[config.mk]
export PLATFORM = sky130hd
export DESIGN_NAME = pipe_hazard_ctrl
export DESIGN_NICKNAME = d
export VERILOG_FILES = /design/src/rtl/pipe_hazard_ctrl.sv
export SDC_FILE = /design/constraint.sdc
export NUM_CORES = 1
export LEC_CHECK = 0
export CELL_PAD_IN_SITES_DETAIL_PLACEMENT = 2
export CELL_PAD_IN_SITES_GLOBAL_PLACEMENT = 2
export CORE_MARGIN = 2
export CORE_UTILIZATION = 31
export CTS_CLUSTER_DIAMETER = 150
export DETAILED_ROUTE_END_ITERATION = 8
export PLACE_DENSITY = 0.75
export SYNTH_ARGS = -nofsm -noshare
export SYNTH_HDL_FRONTEND = slang
export SYNTH_SLANG_ARGS = --single-unit
[constraint.sdc]
create_clock -name clk -period 2.5 [get_ports clk]
set_input_delay 0.5 -clock clk [delete_from_list [all_inputs] [get_ports clk]]
set_output_delay 0.5 -clock clk [all_outputs]
set_load 0.1 [all_outputs]
[src/rtl/pipe_hazard_ctrl.sv]
// Decode/EX/MEM/WB sequencing controller.
// Tracks in-flight register writers in a three-entry scoreboard and derives
// forwarding selects, load-use stalls, memory-busy freezes and PC redirects.
// Handshake: there is no valid/ready pair here; dec_valid qualifies the decode
// slot, and stage_en=1 is the single "advance" strobe for EX/MEM/WB and the
// scoreboard, while pc_hold=1 freezes PC and IF/ID in the same cycle.
module pipe_hazard_ctrl #(
  parameter int CNT_W = 16
) (
  input  logic             clk,
  input  logic             reset,
  input  logic             dec_valid,
  input  logic [4:0]       dec_rs,
  input  logic [4:0]       dec_rt,
  input  logic             dec_use_rs,
  input  logic             dec_use_rt,
  input  logic             dec_write_reg,
  input  logic             dec_load,
  input  logic [4:0]       dec_reg_address,
  input  logic             dec_cancel,
  input  logic             dec_jump,
  input  logic             mem_busy,
  output logic             dec_enable,
  output logic             pc_hold,
  output logic [1:0]       pc_sel,
  output logic             if_flush,
  output logic             stage_en,
  output logic             ex_valid,
  output logic [1:0]       fwd_a,
  output logic [1:0]       fwd_b,
  output logic [CNT_W-1:0] stall_cnt,
  output logic             state_dbg_o
);

  typedef struct packed {
    logic       v;
    logic [4:0] addr;
    logic       ld;
  } sb_entry_t;

  typedef enum logic {RUN = 1'b0, BR = 1'b1} state_t;

  state_t           state_q, state_d;
  sb_entry_t        ex_q, mem_q, wb_q, new_entry;
  logic [CNT_W-1:0] stall_cnt_q, stall_cnt_d;
  logic             lu;

  // Youngest-first source select; a load still in EX cannot forward its data.
  function automatic logic [1:0] fwd_sel(input logic use_r, input logic [4:0] r,
                                         input sb_entry_t ex, input sb_entry_t mem,
                                         input sb_entry_t wb);
    logic [1:0] sel;
    sel = 2'b00;
    if (use_r && (r != 5'd0)) begin
      if (ex.v && !ex.ld && (ex.addr == r))  sel = 2'b01;
      else if (mem.v && (mem.addr == r))     sel = 2'b10;
      else if (wb.v && (wb.addr == r))       sel = 2'b11;
    end
    return sel;
  endfunction

  // Forwarding selects and the load-use hazard against the EX entry.
  always_comb begin
    fwd_a = fwd_sel(dec_use_rs, dec_rs, ex_q, mem_q, wb_q);
    fwd_b = fwd_sel(dec_use_rt, dec_rt, ex_q, mem_q, wb_q);
    lu    = dec_valid && ex_q.v && ex_q.ld &&
            ((dec_use_rs && (dec_rs == ex_q.addr)) ||
             (dec_use_rt && (dec_rt == ex_q.addr)));
  end

  // Control outputs and next state; mem_busy freezes everything, then BR, lu, jump, cancel.
  always_comb begin
    state_d    = state_q;
    dec_enable = 1'b1;
    pc_hold    = 1'b0;
    pc_sel     = 2'b00;
    if_flush   = 1'b0;
    stage_en   = 1'b1;
    ex_valid   = dec_valid;
    if (mem_busy) begin
      stage_en   = 1'b0;
      pc_hold    = 1'b1;
      dec_enable = 1'b0;
      ex_valid   = 1'b0;
    end else if (state_q == BR) begin
      pc_sel     = 2'b10;
      if_flush   = 1'b1;
      dec_enable = 1'b0;
      ex_valid   = 1'b0;
      state_d    = RUN;
    end else if (lu) begin
      pc_hold    = 1'b1;
      dec_enable = 1'b0;
      ex_valid   = 1'b0;
    end else if (dec_valid && dec_jump) begin
      pc_hold    = 1'b1;
      state_d    = BR;
    end else if (dec_valid && dec_cancel) begin
      pc_sel     = 2'b01;
      if_flush   = 1'b1;
    end
  end

  // Entry describing the instruction entering EX this cycle.
  always_comb begin
    new_entry.v    = ex_valid && (dec_write_reg || dec_load) && (dec_reg_address != 5'd0);
    new_entry.addr = dec_reg_address;
    new_entry.ld   = dec_load;
  end

  // Saturating count of held cycles.
  always_comb begin
    stall_cnt_d = stall_cnt_q;
    if (pc_hold && !(&stall_cnt_q)) stall_cnt_d = stall_cnt_q + CNT_W'(1);
  end

  // FSM state register.
  always_ff @(posedge clk or posedge reset) begin
    if (reset) state_q <= RUN;
    else       state_q <= state_d;
  end

  // Scoreboard shifts with the pipeline and freezes with it.
  always_ff @(posedge clk or posedge reset) begin
    if (reset) begin
      ex_q  <= '0;
      mem_q <= '0;
      wb_q  <= '0;
    end else if (stage_en) begin
      wb_q  <= mem_q;
      mem_q <= ex_q;
      ex_q  <= new_entry;
    end
  end

  // Stall counter register.
  always_ff @(posedge clk or posedge reset) begin
    if (reset) stall_cnt_q <= '0;
    else       stall_cnt_q <= stall_cnt_d;
  end

  assign stall_cnt   = stall_cnt_q;
  assign state_dbg_o = (state_q == BR);

endmodule
==> results.sh <==
export IMPL_p_int_w=0.00124
export IMPL_holdPathStages=1
export IMPL_dieArea_sq_mm=0.00756
export IMPL_setup_viol=2
export IMPL_grt_overflow=0
export IMPL_rsz0062_at_grt="yes"
export IMPL_cts_sinks=36
export IMPL_vias_per_cell=5.19
export IMPL_core_sq_mm=0.00672
export IMPL_min_period_ns=2.55
export IMPL_worstPathRequired_ns=2.00
export IMPL_p_seq_share_pct=36.0
export IMPL_synthesis_area_sq_mm=0.00213
export IMPL_max_cap_violations=0
export IMPL_syn_inst=190
export IMPL_fmaxAchievable_ghz=0.391
export IMPL_min_to="stall_cnt[5]"
export IMPL_die_x_um=86.9
export IMPL_ys_seq_elements=36
export IMPL_first_pass_iters=4
export IMPL_cts_root_buf="clkbuf_8"
export IMPL_leakagePower_nw=1.40
export IMPL_p_sw_share_pct=45.0
export IMPL_dp_hpwl_um=4840
export IMPL_numPortBuffers=52
export IMPL_layout_commonest_cell="buf_4"
export IMPL_fp_dieH_um=86.9
export IMPL_drive_gt1_share_pct=51.3
export IMPL_clk_path_buf_depth=2
export IMPL_hp_start="stall_cnt[5]"
export IMPL_final_cell_mix="buf_4 (45), dfrtp_1 (31), xnor2_1 (21), mux2_2 (18), xor2_1 (15)"
export IMPL_ios=53
export IMPL_grt_first_pass_wirelength_um=10800
export IMPL_power_density_mw_per_mm2=683
export IMPL_yosys_cell_types_count=40
export IMPL_path_clk_slew_ns=0.08
export IMPL_p_comb_share_pct=44.2
export IMPL_hp_class="flop to flop"
export IMPL_ant_nets=0
export IMPL_finalMaxSlewViolations=0
export IMPL_fin_skew_ns=0.00528
export IMPL_final_hold_violation_count=0
export IMPL_yosys_top_cells_area="dfrtp_1 (42%), xnor2_1 (12%), mux2_2 (9.5%)"
export IMPL_vdd_drop_max_mv=0.563
export IMPL_gp_congestion=0.826
export IMPL_clk_latency_ns=0.30
export IMPL_synth_edf_count=0
export IMPL_finalWorstSetupSlack_ns=-0.0545
export IMPL_grt_util_all_layers_pct=18.7
export IMPL_power_switching_w=0.00102
export IMPL_period_share_pct=102
export IMPL_area_delta_synth_final_pct=55.2
export IMPL_ys_warn_count=0
export IMPL_yosysSeqAreaShare_pct=42.3
export IMPL_rows=30
export IMPL_htree_levels=2
export IMPL_num_vias=1833
export IMPL_wirelength_um=7060
export IMPL_r2r_setup_slack_ns=0.49
export IMPL_tightestPinTransition_ns=0.473
export IMPL_cp_end_kind="output pin"
export IMPL_critical_path_class="flop to output pin"
export IMPL_post_drt_wl_per_cell_um=20.0
export IMPL_worst_setup_path_start_kind="flop"
export IMPL_synth_fp_nets=216
export IMPL_ys_flop_type="dfrtp_1"
export IMPL_syn_area_per_cell_sq_um=11.2
export IMPL_grt_start_max_net_pins=37
export IMPL_crit_path_max_fanout=3
export IMPL_r2r_cells=8
export IMPL_insertedDiodeCount=0
export IMPL_drtIter0Drc=51
export IMPL_hold_slack_ns=0.498
export IMPL_synth_top_cell_area_share_pct=42.3
export IMPL_p_clk_share_pct=19.9
export IMPL_synth_largest_area_cell="dfrtp_1"
export IMPL_async_flop_share_pct=100
export IMPL_timing_rr_end="stall_cnt[1]"
export IMPL_grt_pass1_vias=2006
export IMPL_cts_tree="yes"
export IMPL_outcome="complete, but fails checks"
export IMPL_final_setup_tns_ns=-0.0962
export IMPL_antenna_found_initial=0
export IMPL_violations="negative setup slack"
export IMPL_r2r_start="ex_q[5]"
export IMPL_cp_data_arrival_time_ns=2.05
export IMPL_start_util_pct=31.7
export IMPL_nets=298
export IMPL_numCtsBuffers=5
export IMPL_drc_errors=0
export IMPL_slew_headroom_pct=68.4
[worst max-delay path, stage by stage (launching register included)]
cell and delay [ns]:
dfrtp_1 0.42, xor2_2 0.17, nor4_2 0.39, buf_4 0.18, and3_4 0.21, nor2b_4 0.05, nor3_4 0.14, buf_12 0.20
[worst max-delay path by stage]
stage / start / endpoint / slack (ns) / cells after the start
CTS: wb_q[5] / fwd_a[1] / -0.02 / 7
finish: wb_q[2] / fwd_a[1] / -0.05 / 7
global placement: dec_rt[4] / pc_sel[0] / -0.27 / 8
detailed placement: dec_rs[4] / fwd_a[0] / -0.33 / 9
floorplan: dec_rs[2] / fwd_a[1] / -0.30 / 5
global route: wb_q[2] / fwd_a[1] / -0.14 / 7
[sequential cells by signal, summed over array words and instances (netlist names)]
| register | count |
|---|---|
| ex_q | 7 |
| mem_q | 6 |
| stall_cnt | 16 |
| state_dbg_o | 1 |
| wb_q | 6 |
[final cells by class]
cell class | instances | area, sq um
inverter | 4 | 18.8
fill | 658 | 3410
clock inverter | 1 | 7.51
tap | 80 | 100
clock buffer | 7 | 86.3
timing repair buffer | 80 | 768
multi-input combinational | 145 | 1420
sequential | 36 | 907
[metal layers]
metal / vias up / wire, um / GRT usage, %
met5: - / 0 / 0
met4: 0 / 159 / 6.11
met3: 11 / 279 / 3.60
met2: 47 / 3700 / 31.6
met1: 926 / 2920 / 23.8
li1: 849 / - / -
[cell families after synthesis]
logic type,share of synthesized area [%]
AOI/OAI and AO/OA,12.5
xor gates and xnor gates,18.5
adders and majority gates,0.587
buffers and inverters,2.17
DFF,42.3
muxes,10.0
and+or+nand+nor,14.0
[power by group through the flow]
stage               registers, W  clock network, W  logic, W
floorplan                0.00112                 0  0.000329
global placement        0.000810                 0  0.000922
global route            0.000832          0.000484   0.00105
detailed placement      0.000816                 0  0.000936
finish                  0.000813          0.000449  0.000998
CTS                     0.000809          0.000460  0.000957
[cells in the mapped netlist (all sizes together), types with 2 or more instances]
cell / n
dfrtp: 36
xnor2: 29
mux2: 19
xor2: 16
and3: 13
o211ai: 8
nand3: 7
o2111ai: 6
nand2: 5
nor3: 5
inv: 4
nor2b: 4
nor4: 4
a21oi: 3
buf: 3
nor2: 3
o21ai: 3
or4: 3
a21o: 2
a22o: 2
and2: 2
clkbuf: 2
nand4: 2
[through the flow]
step                total power (W)  instance area [sq um]  utilization, %  instances  setup WS [ns]
floorplan                   0.00145                   2210               -        190         -0.296
global placement            0.00173                   3040            45.2        339         -0.270
detailed placement          0.00175                   3040            45.2        339         -0.327
CTS                         0.00223                   3200            47.7        349        -0.0180
global route                0.00237                   3310            49.2        353         -0.136
finish                      0.00226                   3310            49.2        353        -0.0545
[timing repair]
action                     CTS  global route
gates resized for setup     33            29
hold buffers                 0             0
pin swaps                   13            10
gates cloned                 0             0
setup buffers                2             4
setup endpoints to repair    9             8
No activity file was read; power rests on OpenSTA's default activity.
